==> config.mk <==
export PLATFORM = sky130hd
export DESIGN_NAME = conv1_stream_ctrl
export DESIGN_NICKNAME = d
export VERILOG_FILES = /design/src/rtl/conv1_stream_ctrl.sv
export SDC_FILE = /design/constraint.sdc
export NUM_CORES = 1
export LEC_CHECK = 0
export CORE_MARGIN = 2
export CORE_UTILIZATION = 48
export DETAILED_ROUTE_END_ITERATION = 12
export MAX_ROUTING_LAYER = met4
export PLACE_DENSITY = 0.81
export SLEW_MARGIN = 20
export SYNTH_ARGS = -nofsm -noshare
export SYNTH_HDL_FRONTEND = slang
export SYNTH_SLANG_ARGS = --single-unit
==> constraint.sdc <==
create_clock -name clk -period 3.27 [get_ports clk]
set_input_delay 0.327 -clock clk [delete_from_list [all_inputs] [get_ports clk]]
set_output_delay 0.327 -clock clk [all_outputs]
set_load 0.005 [all_outputs]
==> src/rtl/conv1_stream_ctrl.sv <==
// rtl/conv1_stream_ctrl.sv - conv1 stage sequencer: replays the input BRAM into the window buffer once per output channel
module conv1_stream_ctrl #(
  parameter int IN_LEN   = 24,
  parameter int KSIZE    = 2,
  parameter int OUT_CH   = 4,
  parameter int PIPE_LAT = 2,
  parameter int ADDR_W   = 5,
  parameter int CH_W     = 2
) (
  input  logic               clk,
  input  logic               rst,
  input  logic               go,
  output logic               busy,
  output logic               done,
  output logic               mem_en,
  output logic [ADDR_W-1:0]  mem_addr,
  input  logic signed [15:0] mem_rdata,
  output logic               buf_rst,
  output logic               buf_start,
  output logic signed [15:0] buf_idata,
  input  logic               win_valid,
  output logic [CH_W-1:0]    ch_idx,
  output logic [7:0]         win_cnt,
  output logic               ch_done,
  output logic               cnt_err
);

  localparam int EXP_WIN = IN_LEN - KSIZE + 1;

  typedef enum logic [2:0] {
    IDLE,
    CLEAR,
    STREAM,
    DRAIN,
    NEXT,
    DONE
  } state_t;

  state_t state, state_next;

  // Shared counter: stream address in STREAM, drain cycle in DRAIN.
  logic [ADDR_W-1:0] cnt;
  logic              mem_en_d;
  logic [7:0]        win_cnt_next;
  logic              last_ch;

  assign last_ch = (ch_idx == CH_W'(OUT_CH - 1));

  always_comb begin
    win_cnt_next = win_cnt;
    if (busy && win_valid && (win_cnt != 8'hFF)) begin
      win_cnt_next = win_cnt + 8'd1;
    end
  end

  always_comb begin
    state_next = state;
    case (state)
      IDLE:    if (go) state_next = CLEAR;
      CLEAR:   state_next = STREAM;
      STREAM:  if (cnt == ADDR_W'(IN_LEN - 1)) state_next = DRAIN;
      DRAIN:   if (cnt == ADDR_W'(PIPE_LAT)) state_next = NEXT;
      NEXT:    state_next = last_ch ? DONE : CLEAR;
      DONE:    state_next = IDLE;
      default: state_next = IDLE;
    endcase
  end

  always_ff @(posedge clk) begin
    if (rst) begin
      state <= IDLE;
    end else begin
      state <= state_next;
    end
  end

  // Outputs are registered from the current state, so each one trails its state by a cycle.
  always_ff @(posedge clk) begin
    if (rst) begin
      busy      <= 1'b0;
      done      <= 1'b0;
      mem_en    <= 1'b0;
      mem_addr  <= '0;
      buf_rst   <= 1'b1;
      buf_start <= 1'b0;
      buf_idata <= '0;
      ch_idx    <= '0;
      win_cnt   <= '0;
      ch_done   <= 1'b0;
      cnt_err   <= 1'b0;
      cnt       <= '0;
      mem_en_d  <= 1'b0;
    end else begin
      done      <= (state == DONE);
      ch_done   <= (state == NEXT);
      buf_rst   <= (state == CLEAR);
      mem_en    <= (state == STREAM);
      mem_addr  <= (state == STREAM) ? cnt : '0;
      mem_en_d  <= mem_en;
      // BRAM data lands the cycle after mem_en; start and data move to the buffer together.
      buf_start <= mem_en_d;
      buf_idata <= mem_en_d ? mem_rdata : '0;
      win_cnt   <= (state == CLEAR) ? 8'd0 : win_cnt_next;

      case (state)
        STREAM:  cnt <= (cnt == ADDR_W'(IN_LEN - 1)) ? '0 : cnt + 1'b1;
        DRAIN:   cnt <= cnt + 1'b1;
        default: cnt <= '0;
      endcase

      if (state == IDLE && go) begin
        busy    <= 1'b1;
        ch_idx  <= '0;
        cnt_err <= 1'b0;
      end

      if (state == NEXT) begin
        if (win_cnt_next != 8'(EXP_WIN)) cnt_err <= 1'b1;
        if (!last_ch) ch_idx <= ch_idx + CH_W'(1);
      end

      if (state == DONE) busy <= 1'b0;
    end
  end

endmodule

==> results of run 1 <==
## flip-flops by register name (all words and copies together) (netlist names)
signal and flops:
cnt_err 1, state 3, done 1, ch_idx 2, mem_en_d 1, buf_idata 16
win_cnt 8, buf_rst 1, mem_en 1, cnt 5, buf_start 1, ch_done 1
mem_addr 5, busy 1
## logic make-up after synthesis
group / count (synthesis) / share of synthesized area [%]
multiplexers: 1 / 0.588
buffers and inverters: 11 / 2.87
adder cells (fa/ha/maj): 4 / 2.94
flip-flops: 47 / 55.3
AO/OA/AOI/OAI: 29 / 11.7
AND/OR/NAND/NOR: 73 / 23.1
XOR/XNOR: 7 / 3.60
## power by group through the flow
stage	Clock [µW]	Sequential (µW)	Combinational (µW)
detailed placement	0	618	89.4
global placement	0	616	86.3
CTS	341	605	90.0
floorplan	0	609	47.9
global route	364	609	98.6
finish	334	605	89.0
## routing by layer
metal / global-route usage (%) / routed length (µm)
met1: 20.4 / 1390
met5: - / 0
met4: 8.42 / 83
met2: 36.4 / 2030
met3: 5.71 / 203
## cells in the final DEF, fill, tap and decap left out, types with 2 or more instances in the layout
master and count:
sky130_fd_sc_hd__clkbuf_4 5, sky130_fd_sc_hd__nor2b_1 2, sky130_fd_sc_hd__a31oi_1 3, sky130_fd_sc_hd__and2_1 20, sky130_fd_sc_hd__xor2_1 6, sky130_fd_sc_hd__nand2_1 8
sky130_fd_sc_hd__o21ai_0 5, sky130_fd_sc_hd__a21oi_1 5, sky130_fd_sc_hd__nand3_1 7, sky130_fd_sc_hd__dfxtp_1 47, sky130_fd_sc_hd__nor3_1 4, sky130_fd_sc_hd__ha_1 4
sky130_fd_sc_hd__a211oi_1 2, sky130_fd_sc_hd__inv_1 5, sky130_fd_sc_hd__clkdlybuf4s50_1 57, sky130_fd_sc_hd__nand2b_1 2, sky130_fd_sc_hd__nor2_1 21, sky130_fd_sc_hd__a311oi_1 2
## how the worst max path moves through the flow
stage | startpoint | to | slack, ps
6_report | win_cnt[3]$_SDFF_PP0_ | win_cnt[3] | 1540
5_1_grt | state[1]$_SDFFE_PP0P_ | cnt_err$_SDFF_PP0_ | 1440
4_1_cts | win_cnt[3]$_SDFF_PP0_ | win_cnt[3] | 1500
3_5_place_dp | go | cnt_err$_SDFF_PP0_ | 1270
3_3_place_gp | go | cnt_err$_SDFF_PP0_ | 1350
2_1_floorplan | win_cnt[3]$_SDFF_PP0_ | cnt_err$_SDFF_PP0_ | 1690
## stage by stage
step / std cells / power (µW)
after floorplan: 172 / 656
after global placement: 269 / 703
after detailed placement: 269 / 707
after CTS: 276 / 1040
after global routing: 276 / 1070
final: 276 / 1030
## layout make-up
type	count	area (µm²)	share of cell area, %
Timing Repair Buffer	57	571	24.0
Clock buffer	5	37.5	1.58
Sequential cell	47	941	39.6
Multi-Input combinational cell	114	713	30.0
Clock inverter	2	37.5	1.58
Inverter	5	18.8	0.790
Tap cell	46	57.6	2.42
==> results by stage, run 1 <==
Timing:
- Measured against its own limit, the worst slew margin works out to 46.6%.
- The period utilization is 53.0%.
- For the pin with the worst max-slew slack, the measured transition is 800 ps.
- Setup violations remaining at the end of the flow were counted as 0.
- The shortest clock period the worst path allows after layout is 1730 ps.
- Setup slack closes at 1540 ps.
- The total count of hold-check failures in the final report came to 0.
- Timing would allow up to 0.577 GHz.
- The final number of max-transition violations is 0.
- The post-route setup TNS is 0 ps.
- Across all hold checks on the routed design, the worst slack comes to 477 ps.
- Setup repair after global routing left no endpoint under its margin.
- The setup clock skew after layout is 8.74 ps.

Detailed routing:
- Before antenna repair, the detailed router went through 4 iterations.
- Detailed routing inserted a total of 1420 vias.
- The number of routed nets with antenna violations is 0.
- The average wire per standard cell is 13.4 µm.
- The DRC violation count after routing is 0.
- Dividing the detail-routed via count by the number of cells gives 5.14.
- The first routing iteration left 31 violations.
- The detailed-route wire length is 3.71 mm.

Synth:
- During synthesis, Yosys emitted a total of 0 warnings.
- The commonest cells after synthesis are sky130_fd_sc_hd__dfxtp_1, sky130_fd_sc_hd__nor2_1, sky130_fd_sc_hd__and2_1.
- Summing the sequential cell areas from Yosys gives 55.3% of the chip area.
- The portion of synthesized cell area occupied by the leading cell type is 55.3%.
- The distinct cell type count after synthesis is 41.
- Among all cell types in the netlist, the one instantiated most often is sky130_fd_sc_hd__dfxtp_1.
- The post-synth net total is 196.
- In the post-synthesis netlist, the biggest area contributors are sky130_fd_sc_hd__dfxtp_1, sky130_fd_sc_hd__and2_1, sky130_fd_sc_hd__nor2_1.
- The async set or reset register ratio after synthesis is 0%.
- The total of flip-flops plus latches after synthesis is 47.
- The synthesized netlist cell count is 172.
- Summing every instance area after synthesis gives 1700 µm².
- Dividing the synthesized area by the synthesized cell count gives 9.90 µm².
- Yosys mapped a number of flops with a built-in enable equal to 0.
- The flip-flop cell with the highest count after synthesis is sky130_fd_sc_hd__dfxtp_1.
- The largest area contributor in the netlist is sky130_fd_sc_hd__dfxtp_1.

Worst setup path:
- STA classifies the critical path startpoint as a flip-flop.
- Traced cell by cell, the critical path runs through clkdlybuf4s50_1.
- At the worst endpoint, the required time is 2940 ps.
- In this run the register-to-register setup slack is 1570 ps.
- The beginning of the worst register-to-register path is state[1]$_SDFFE_PP0P_.
- The slowest stage of the critical path belongs to the cell sky130_fd_sc_hd__clkdlybuf4s50_1.
- The cell depth of the worst flop-to-flop path is 5.
- On the worst path, the slowest cell contributes a delay of 560 ps.
- The worst register-to-register path ends at cnt_err$_SDFF_PP0_.
- The category of the most critical setup path is reg2out.
- The cell family with the largest share of critical-path delay is buffers and inverters.
- The sum of buffers and inverters on the critical path is 1.
- Of all nets on the critical path, the largest fanout is 8.
- The category of the worst setup path capture point is an output pin.
- In this run the number of cells on the critical path is 1.
- The arrival time at the worst endpoint is 1410 ps.

Final layout:
- The post-layout utilization of the core is 70.6%.
- The post-route netlist has 3.91% of its cells at a drive strength greater than 1.
- The layout has 284 filler cells.
- The antenna diode count is 0.
- The net count reported at finish is 254.
- The post-route standard cell area excluding fillers is 2380 µm².
- The area growth from synthesis to layout is 39.5%.

Place:
- The half-perimeter wire length of the detailed placement result is 2.76 mm.
- The count of buffers added on input and output ports is 57.
- The post-place setup slack is 1270 ps.
- In this run the cell area measured after placement is 2300 µm².
- Routability-driven placement finished with a final weighted congestion of 0.866.

Power and ir drop:
- The share of total power consumed by net switching is 22.6%.
- Dividing total power by cell area gives a power density of 433 nW/µm².
- The share of power burned in the clock network is 32.5%.
- Summed over all nets, the switching power comes to 232 µW.
- The sequential share of power is 58.9%.
- The analysis attributes to cell leakage a power of 0.000889 µW.
- The share of power burned in combinational logic is 8.7%.
- Cell internal power was estimated by the tool at 796 µW.
- Across the VDD grid, the largest voltage drop is 0.223 mV.

Clock tree:
- The clock tree from TritonCTS is done.
- The clock drives 47 sinks.
- In this run the deepest clock path goes through 2 buffers.
- Clock-pin slew was measured on the worst setup and hold paths at 130 ps.
- In this run, CTS created clock tree buffers numbering 5.
- The H-tree generated during clock tree synthesis spans 2 levels.
- The clock reaches the later pin of the worst-skew pair after 360 ps.
- The library cell used as clock root buffer is sky130_fd_sc_hd__clkbuf_4.
- Once the clock tree was built, the resizer swapped 0 gates to a different size.
- For this design, the CTS-stage hold fixing added 0 buffers.
- The number of setup buffers added after CTS is 0.

Die:
- During I/O placement, the number of pins put on the boundary was 58.
- The die boundary height is 63.6 µm.
- The total area inside the core boundary comes to 3360 µm².
- Once the floorplan was initialized, standard cells occupied 50.6% of the core.
- The floorplan step set the die width to 63.6 µm.
- The number of rows in the core area is 21.
- The floorplan step defined a die boundary enclosing 4040 µm².

Hold path:
- The endpoint of the worst hold path is mem_en_d$_SDFF_PP0_.
- The source of the worst hold timing path is mem_en$_SDFF_PP0_.
- The worst hold path stage count is 1.
- The type of the most critical hold path is reg2reg.

Status:
- The flow ran to the end, and the final reports show no timing, DRC or antenna violations.

GRT:
- The number of global-route vias before repair is 1323.
- The remaining global-route overflow is 0.
- The first global-routing pass estimated 6.07 mm of wire.
- The largest net degree at the start of global routing is 18.
- The initial antenna violation count is 0.
- The global routing usage summed across all routing layers is 20.2%.

Flow run:
- The total of max-cap violations is 0.
(Power assumes the default switching activity.)
==> run 2: changes to the inputs <==
--- a/config.mk
+++ b/config.mk
@@ -6,10 +6,10 @@
 export NUM_CORES = 1
 export LEC_CHECK = 0
 export CORE_MARGIN = 2
-export CORE_UTILIZATION = 48
+export CORE_UTILIZATION = 40
 export DETAILED_ROUTE_END_ITERATION = 12
 export MAX_ROUTING_LAYER = met4
-export PLACE_DENSITY = 0.81
+export PLACE_DENSITY = 0.72
 export SLEW_MARGIN = 20
 export SYNTH_ARGS = -nofsm -noshare
 export SYNTH_HDL_FRONTEND = slang
==> constraint.sdc (replaced) <==
create_clock -name clk -period 1.56 [get_ports clk]
set_input_delay 0.156 -clock clk [delete_from_list [all_inputs] [get_ports clk]]
set_output_delay 0.156 -clock clk [all_outputs]
set_load 0.005 [all_outputs]
==> results by stage, run 2 (synthesized netlist as in run 1, its figures left out) <==
Clock tree:
- For the worst-skew pair, the clock arrives at the later sink with an insertion delay of 290 ps.
- The number of H-tree branching levels is 2.
- The maximum clock insertion buffer count is 2.
- The library cell used as clock root buffer is sky130_fd_sc_hd__clkbuf_8.
- Clock-pin slew was measured on the worst setup and hold paths at 80 ps.
- Buffers added to address setup during post-CTS repair amount to 0.
- CTS saw 47 sinks.
- The clock tree from TritonCTS is done.
- The number of clock buffers inserted by TritonCTS is 5.
- In this run, post-CTS hold repair placed 0 buffers.

Hold path:
- The endpoint of the worst hold path is buf_idata[14]$_SDFF_PP0_.
- In this run the most critical hold path is launched from mem_rdata[14].
- The worst hold path was traced through 2 stages.
- The path class of the tightest hold or removal check is in2reg.

Detailed routing:
- Dividing the detail-routed wire length by the instance count gives 12.0 µm.
- For this run, design rule violations remaining after detail routing come to 0.
- Dividing the detail-routed via count by the number of cells gives 4.79.
- In this run the remaining antenna-violating nets after routing total 0.
- The final route contains 1438 vias.
- Summed over all layers, the routed wires come to 3.59 mm.
- After the first detailed-routing iteration, the DRC count stood at 112.
- The number of optimization iterations in the first detailed-route pass is 4.

Flow run:
- The tool flagged a number of max-cap violations equal to 0.

Power and ir drop:
- The internal power of the cells is 1730 µW.
- The share of power burned in the clock network is 33.4%.
- In this run switching power makes up 22.6% of total power.
- Summed over all nets, the switching power comes to 505 µW.
- The sequential share of power is 55.5%.
- VDD sags by at most 0.820 mV.
- Dividing total power by cell area gives a power density of 877 nW/µm².
- In this run, the combinational gates consume 11.1% of the power.
- Summed over all cells, the static leakage comes to 0.000997 µW.

GRT:
- The remaining global-route overflow is 0.
- The global-route wire length before repair is 6.18 mm.
- The largest net degree at the start of global routing is 18.
- The initial antenna violation count is 0.
- The number of global-route vias before repair is 1284.
- Global routing used 16.2% of the available tracks.

Final layout:
- The register with the most flip-flops in the layout has 16 of them.
- In the final layout, the multi-input gates occupy 718 µm².
- The largest registers in the layout are buf_idata: 16 flops, win_cnt: 8 flops.
- The library cell used most frequently in the layout, excluding fill and tap cells, is sky130_fd_sc_hd__clkdlybuf4s50_1.
- In the layout the commonest cells are sky130_fd_sc_hd__clkdlybuf4s50_1, sky130_fd_sc_hd__dfxtp_1, sky130_fd_sc_hd__nor2_1, sky130_fd_sc_hd__and2_1, sky130_fd_sc_hd__buf_4.
- The ratio of cells with drive above 1 in the final layout is 12.4%.
- The final-layout fill cell count is 357.
- The antenna diode count is 0.
- Compared with the post-synthesis result, the final layout area differs by 49.7%.
- The sequential cells in the finished layout cover a total of 942 µm².
- The net count of the finished layout is 273.
- Once layout is done, the placed cells without fillers occupy 2550 µm².
- buf_idata holds more flip-flops than any other register.
- The post-layout utilization of the core is 62.8%.

Timing:
- The final number of max-transition violations came to 0.
- Headroom to the max-slew limit came out at 46.8%.
- The maximum clock rate is 0.674 GHz.
- Setup repair after global routing could not meet its margin everywhere.
- For the final database, setup skew stands at 2.66 ps.
- The total count of hold-check failures in the final report was 0.
- In the finished design, the share of the clock period the worst path needs comes to 95.1%.
- The slew at the pin with the worst max-slew slack is 796 ps.
- Final hold analysis gives a worst-case slack of 425 ps.
- Setup violations remaining at the end of the flow were counted as 0.
- The shortest clock period the worst path allows after layout is 1480 ps.

Worst setup path:
- The standard cell with the maximum stage delay on the critical path is sky130_fd_sc_hd__or3b_1.
- The cell family with the largest share of critical-path delay is compound AO/OA/AOI/OAI gates.
- For this run, the slowest stage of the critical path takes 380 ps.
- The endpoint of the most critical register-to-register path is cnt_err$_SDFF_PP0_.
- The path length in cells of the critical path is 5.
- The startpoint type of the worst setup path is a flip-flop.
- The worst register-to-register path begins at win_cnt[0]$_SDFF_PP0_.
- The arrival time at the worst endpoint is 1650 ps.
- Data on the critical path is required at its endpoint by 1730 ps.
- The worst setup path is of the reg2reg kind.
- The flop-to-flop setup slack is 80 ps.
- STA classifies the critical path endpoint as a flip-flop.
- Along the worst path, the maximum fanout reaches 3.
- The signal on the critical path passes through ha_2 -> a41o_1 -> or3b_1 -> a21oi_1 -> a311oi_1.
- Measured in cells, the most critical reg-to-reg path has a length of 5.
- The critical path contains buffers and inverters numbering 0 combined.

Place:
- The number of I/O port buffers is 57.
- The half-perimeter wire length of the detailed placement result is 2.72 mm.
- In this run the cell area measured after placement is 2450 µm².
- The congestion estimate from routability-driven global placement came to 0.823.

Die:
- The die area is 4790 µm².
- The die is 69.2 µm tall.
- The core area is 4060 µm².
- The die is 69.2 µm wide.
- During I/O placement, the number of pins put on the boundary was 58.
- The number of rows in the core area is 23.
- The initial utilization of the core area, before any placement, comes to 42.0%.

Status:
- The run finished with clean final reports.
[run 2: worst reg2reg max path, stage by stage, from the launching register on]
cell and delay (ps):
sky130_fd_sc_hd__dfxtp_1 320, sky130_fd_sc_hd__ha_2 190, sky130_fd_sc_hd__a41o_1 240, sky130_fd_sc_hd__or3b_1 380, sky130_fd_sc_hd__a21oi_1 150, sky130_fd_sc_hd__a311oi_1 90
[run 2: repair_timing]
item	4_1_cts	5_1_grt
endpoints found under the hold margin	0	0
resized for setup	0	2
setup endpoints to repair	0	2
[run 2: power by group through the flow]
stage | logic (µW) | clock network, µW | registers (µW)
after floorplan | 101 | 0 | 1280
after global placement | 244 | 0 | 1270
after detailed placement | 247 | 0 | 1270
after CTS | 248 | 770 | 1240
after global routing | 274 | 825 | 1250
final | 248 | 748 | 1240
[run 2: metal layers]
metal | vias to the layer above | GRT usage [%] | wire length, µm | part of all wire (%)
met1 | 645 | 22.0 | 1710 | 48
met2 | 43 | 24.6 | 1700 | 47
li1 | 748 | - | - | -
met5 | - | - | 0 | 0
met4 | 0 | 3.92 | 20 | 0.56
met3 | 2 | 3.92 | 161 | 4.5
[run 2: layout make-up]
type                            count  area share (%)
Sequential cell                    47            36.9
Multi-Input combinational cell    114            28.2
Timing Repair Buffer               76            28.0
Clock buffer                        7            3.39
Tap cell                           50            2.45
Inverter                            5           0.736
Clock inverter                      1           0.343
[run 2: how the worst max path moves through the flow]
stage,startpoint,end,slack (ps)
after floorplan,win_cnt[3]$_SDFF_PP0_,cnt_err$_SDFF_PP0_,7
after global placement,go,cnt_err$_SDFF_PP0_,-150
after detailed placement,go,cnt_err$_SDFF_PP0_,-220
after CTS,win_cnt[7]$_SDFF_PP0_,win_cnt[7],4
after global routing,state[1]$_SDFFE_PP0P_,cnt_err$_SDFF_PP0_,-50
final,win_cnt[0]$_SDFF_PP0_,cnt_err$_SDFF_PP0_,80
[run 2: metrics by stage]
| stage | worst slack (ps) | setup TNS, ps | instances | total power, µW |
|---|---|---|---|---|
| 6_report | 76.5 | 0 | 300 | 2240 |
| 5_1_grt | -47.4 | -47.4 | 300 | 2340 |
| 4_1_cts | 3.72 | 0 | 300 | 2260 |
| 3_5_place_dp | -217 | -1030 | 292 | 1520 |
| 3_3_place_gp | -148 | -1130 | 292 | 1510 |
| 2_1_floorplan | 6.53 | 0 | 172 | 1380 |
==> run 3: changes to the inputs <==
--- a/config.mk
+++ b/config.mk
@@ -6,10 +6,10 @@
 export NUM_CORES = 1
 export LEC_CHECK = 0
 export CORE_MARGIN = 2
-export CORE_UTILIZATION = 40
+export CORE_UTILIZATION = 48
 export DETAILED_ROUTE_END_ITERATION = 12
 export MAX_ROUTING_LAYER = met4
-export PLACE_DENSITY = 0.72
+export PLACE_DENSITY = 0.81
 export SLEW_MARGIN = 20
 export SYNTH_ARGS = -nofsm -noshare
 export SYNTH_HDL_FRONTEND = slang
==> constraint.sdc (replaced) <==
create_clock -name clk -period 1.8 [get_ports clk]
set_input_delay 0.18 -clock clk [delete_from_list [all_inputs] [get_ports clk]]
set_output_delay 0.18 -clock clk [all_outputs]
set_load 0.005 [all_outputs]
==> results by stage, run 3 (synthesized netlist as in run 1, its figures left out) <==
Final layout:
- Fill cells in the final layout number 271.
- The number of flip-flops in the largest register is 16.
- The number of antenna diodes in the final layout is 0.
- The largest register by flop count is buf_idata.
- Relative to the synthesized area, the layout overhead comes to 42.2%.
- In the final layout, the registers with the most flip-flops are buf_idata: 16 flops, win_cnt: 8 flops.
- The library cells used most frequently in the layout, excluding fill and tap cells, are sky130_fd_sc_hd__clkdlybuf4s50_1, sky130_fd_sc_hd__dfxtp_1, sky130_fd_sc_hd__nor2_1, sky130_fd_sc_hd__and2_1, sky130_fd_sc_hd__buf_4.
- The ratio of cells with drive above 1 in the final layout is 7.95%.
- The most common library cell in the layout ignoring fill and taps is sky130_fd_sc_hd__clkdlybuf4s50_1.
- The net count reported at finish is 263.

GRT:
- The number of global-route vias before repair is 1342.
- For this run, the total global-route usage over all layers was measured as 19.9%.
- The remaining global-route overflow is 0.
- The initial antenna violation count is 0.
- The largest net degree at the start of global routing is 18.
- The global-route wire length before repair is 6.17 mm.

Timing:
- Setup repair after global routing left no endpoint under its margin.
- The total count of hold-check failures in the final report is 0.
- The final number of max-transition violations is 0.
- The setup clock skew after layout is 9.74 ps.
- The period utilization is 91.7%.
- The post-route setup TNS is 0 ps.
- Timing would allow up to 0.606 GHz.
- For the pin with the worst max-slew slack, the measured transition is 781 ps.
- The tightest hold path in the finished design has a slack of 390 ps.
- Setup violations remaining at the end of the flow were counted as 0.
- The shortest clock period the worst path allows after layout is 1650 ps.
- The worst pin sits at a relative slew slack of 47.8%.

Worst setup path:
- Among all stages on the critical path, the largest delay is contributed by sky130_fd_sc_hd__dfxtp_1.
- The critical path required time is 2020 ps.
- The critical path starts at win_cnt[4]$_SDFF_PP0_.
- The cell family with the largest share of critical-path delay is flip-flops.
- The cell depth of the worst flop-to-flop path is 5.
- Along the worst path, the maximum fanout reaches 6.
- The worst setup path is of the reg2reg kind.
- The endpoint identified for the worst register-to-register timing path is cnt_err$_SDFF_PP0_.
- The end point of the critical path is cnt_err$_SDFF_PP0_.
- The maximum single-stage delay on the critical path is 470 ps.
- The critical path crosses 5 cells after its start point.
- The flop-to-flop setup slack is 150 ps.
- The beginning of the worst register-to-register path is win_cnt[4]$_SDFF_PP0_.
- Together, buffers and inverters on the worst path number 0.
- STA classifies the critical path startpoint as a flip-flop.
- STA puts the critical path data arrival time at 1870 ps.
- STA classifies the critical path endpoint as a flip-flop.
- Traced cell by cell, the critical path runs through and4_4 -> nand2_1 -> o2111ai_1 -> xor2_1 -> a311oi_1.

Detailed routing:
- The number of optimization iterations in the first detailed-route pass is 4.
- Summed over all layers, the routed wires come to 3.66 mm.
- The post-detailed-route via-to-cell ratio is 5.06.
- In the routed design, unresolved DRC markers number 0.
- Detailed routing inserted a total of 1443 vias.
- The detailed router finished its first iteration with 87 violations.
- The count of nets left with antenna violations once routing finished came out at 0.
- The average wire per standard cell is 12.8 µm.

Clock tree:
- The number of H-tree branching levels is 2.
- The root buffer cell chosen for the clock tree is sky130_fd_sc_hd__clkbuf_4.
- The number of clock buffers inserted by TritonCTS is 5.
- The later-pin clock latency in the skew report is 340 ps.
- Clock-pin slew was measured on the worst setup and hold paths at 130 ps.
- TritonCTS built the clock tree.
- The number of clock sinks seen by CTS is 47.
- Counting along the longest clock path gives a buffer depth of 2.
- The number of setup buffers added after CTS is 0.
- After clock tree synthesis, the flow added hold-fix buffers numbering 0.

Power and ir drop:
- The power density over the cells is 718 nW/µm².
- The peak supply drop is 0.683 mV.
- In this run the static leakage power is 0.000928 µW.
- The power after layout is 1740 µW.

Die:
- In this run the vertical extent of the chip is 63.6 µm.
- The floorplan has 21 rows.
- The effective utilization at floorplan is 50.6%.
- In this run the horizontal extent of the chip is 63.6 µm.
- 58 I/O pins were placed.
- The die area is 4040 µm².
- The core area is 3360 µm².

Place:
- Routability-driven placement finished with a final weighted congestion of 0.876.
- After legalization and detailed placement, the total HPWL measured 2.80 mm.
- Buffers placed on the I/O ports in this run total 57.

Status:
- The flow ran to the end, and the final reports show no timing, DRC or antenna violations.

Flow run:
- The total of max-cap violations is 0.

Hold path:
- The type of the most critical hold path is in2reg.
run 3: cell count changes in the layout (fill, tap and decap cells not counted):
cell                       previous run  this run
sky130_fd_sc_hd__buf_4               19         9
sky130_fd_sc_hd__clkbuf_8             6         0
sky130_fd_sc_hd__clkbuf_4             0         5
sky130_fd_sc_hd__clkbuf_1             1         0
sky130_fd_sc_hd__clkinv_2             0         1
sky130_fd_sc_hd__dfxtp_1             46        47
sky130_fd_sc_hd__dfxtp_2              1         0
sky130_fd_sc_hd__ha_1                 3         4
sky130_fd_sc_hd__ha_2                 1         0
run 3: final cells by class:
type	count	area (µm²)	share of cell area, %
flip-flops and latches	47	941	38.8
multi-input cells	114	716	29.5
repair buffers	66	638	26.3
well taps	46	57.6	2.38
clock buffers	5	37.5	1.55
inverters	5	18.8	0.775
clock inverters	2	13.8	0.568
run 3: worst min path at each step:
stage,start,end,slack (ps),cells past startpoint
CTS,mem_rdata[15],buf_idata[15]$_SDFF_PP0_,380,2
detailed placement,mem_en$_SDFF_PP0_,mem_en_d$_SDFF_PP0_,460,1
global placement,cnt[0]$_SDFF_PP0_,cnt[0]$_SDFF_PP0_,440,1
global route,mem_rdata[14],buf_idata[14]$_SDFF_PP0_,350,2
floorplan,mem_rdata[0],buf_idata[0]$_SDFF_PP0_,300,1
finish,mem_rdata[0],buf_idata[0]$_SDFF_PP0_,390,2
run 3: per-stage QoR:
stage | utilization (%) | cell area, µm² | cells | setup WS, ps
2_1_floorplan | - | 1700 | 172 | 217
3_3_place_gp | 70.4 | 2370 | 278 | 79.8
4_1_cts | 71.9 | 2420 | 285 | 154
6_report | 72.0 | 2420 | 285 | 149
5_1_grt | 72.0 | 2420 | 285 | 10.6
3_5_place_dp | 70.4 | 2370 | 278 | 6.67
run 3: timing repair:
action                     CTS  global route
gates resized for setup      0             1
setup endpoints to repair    0             1
hold endpoints to repair     0             0
run 3: per-layer routing:
metal | vias to the layer above | part of all wire [%] | GRT usage [%]
met5 | - | 0 | -
met2 | 35 | 53 | 33.4
li1 | 727 | - | -
met4 | 0 | 0.49 | 6.25
met3 | 2 | 4.9 | 6.79
met1 | 679 | 41 | 22.2
run 3: power by group:
group	internal [µW]	switching [µW]	total [µW]
combinational	113	87.9	201
clock	146	311	456
sequential	1070	16.6	1080
total	1320	415	1740
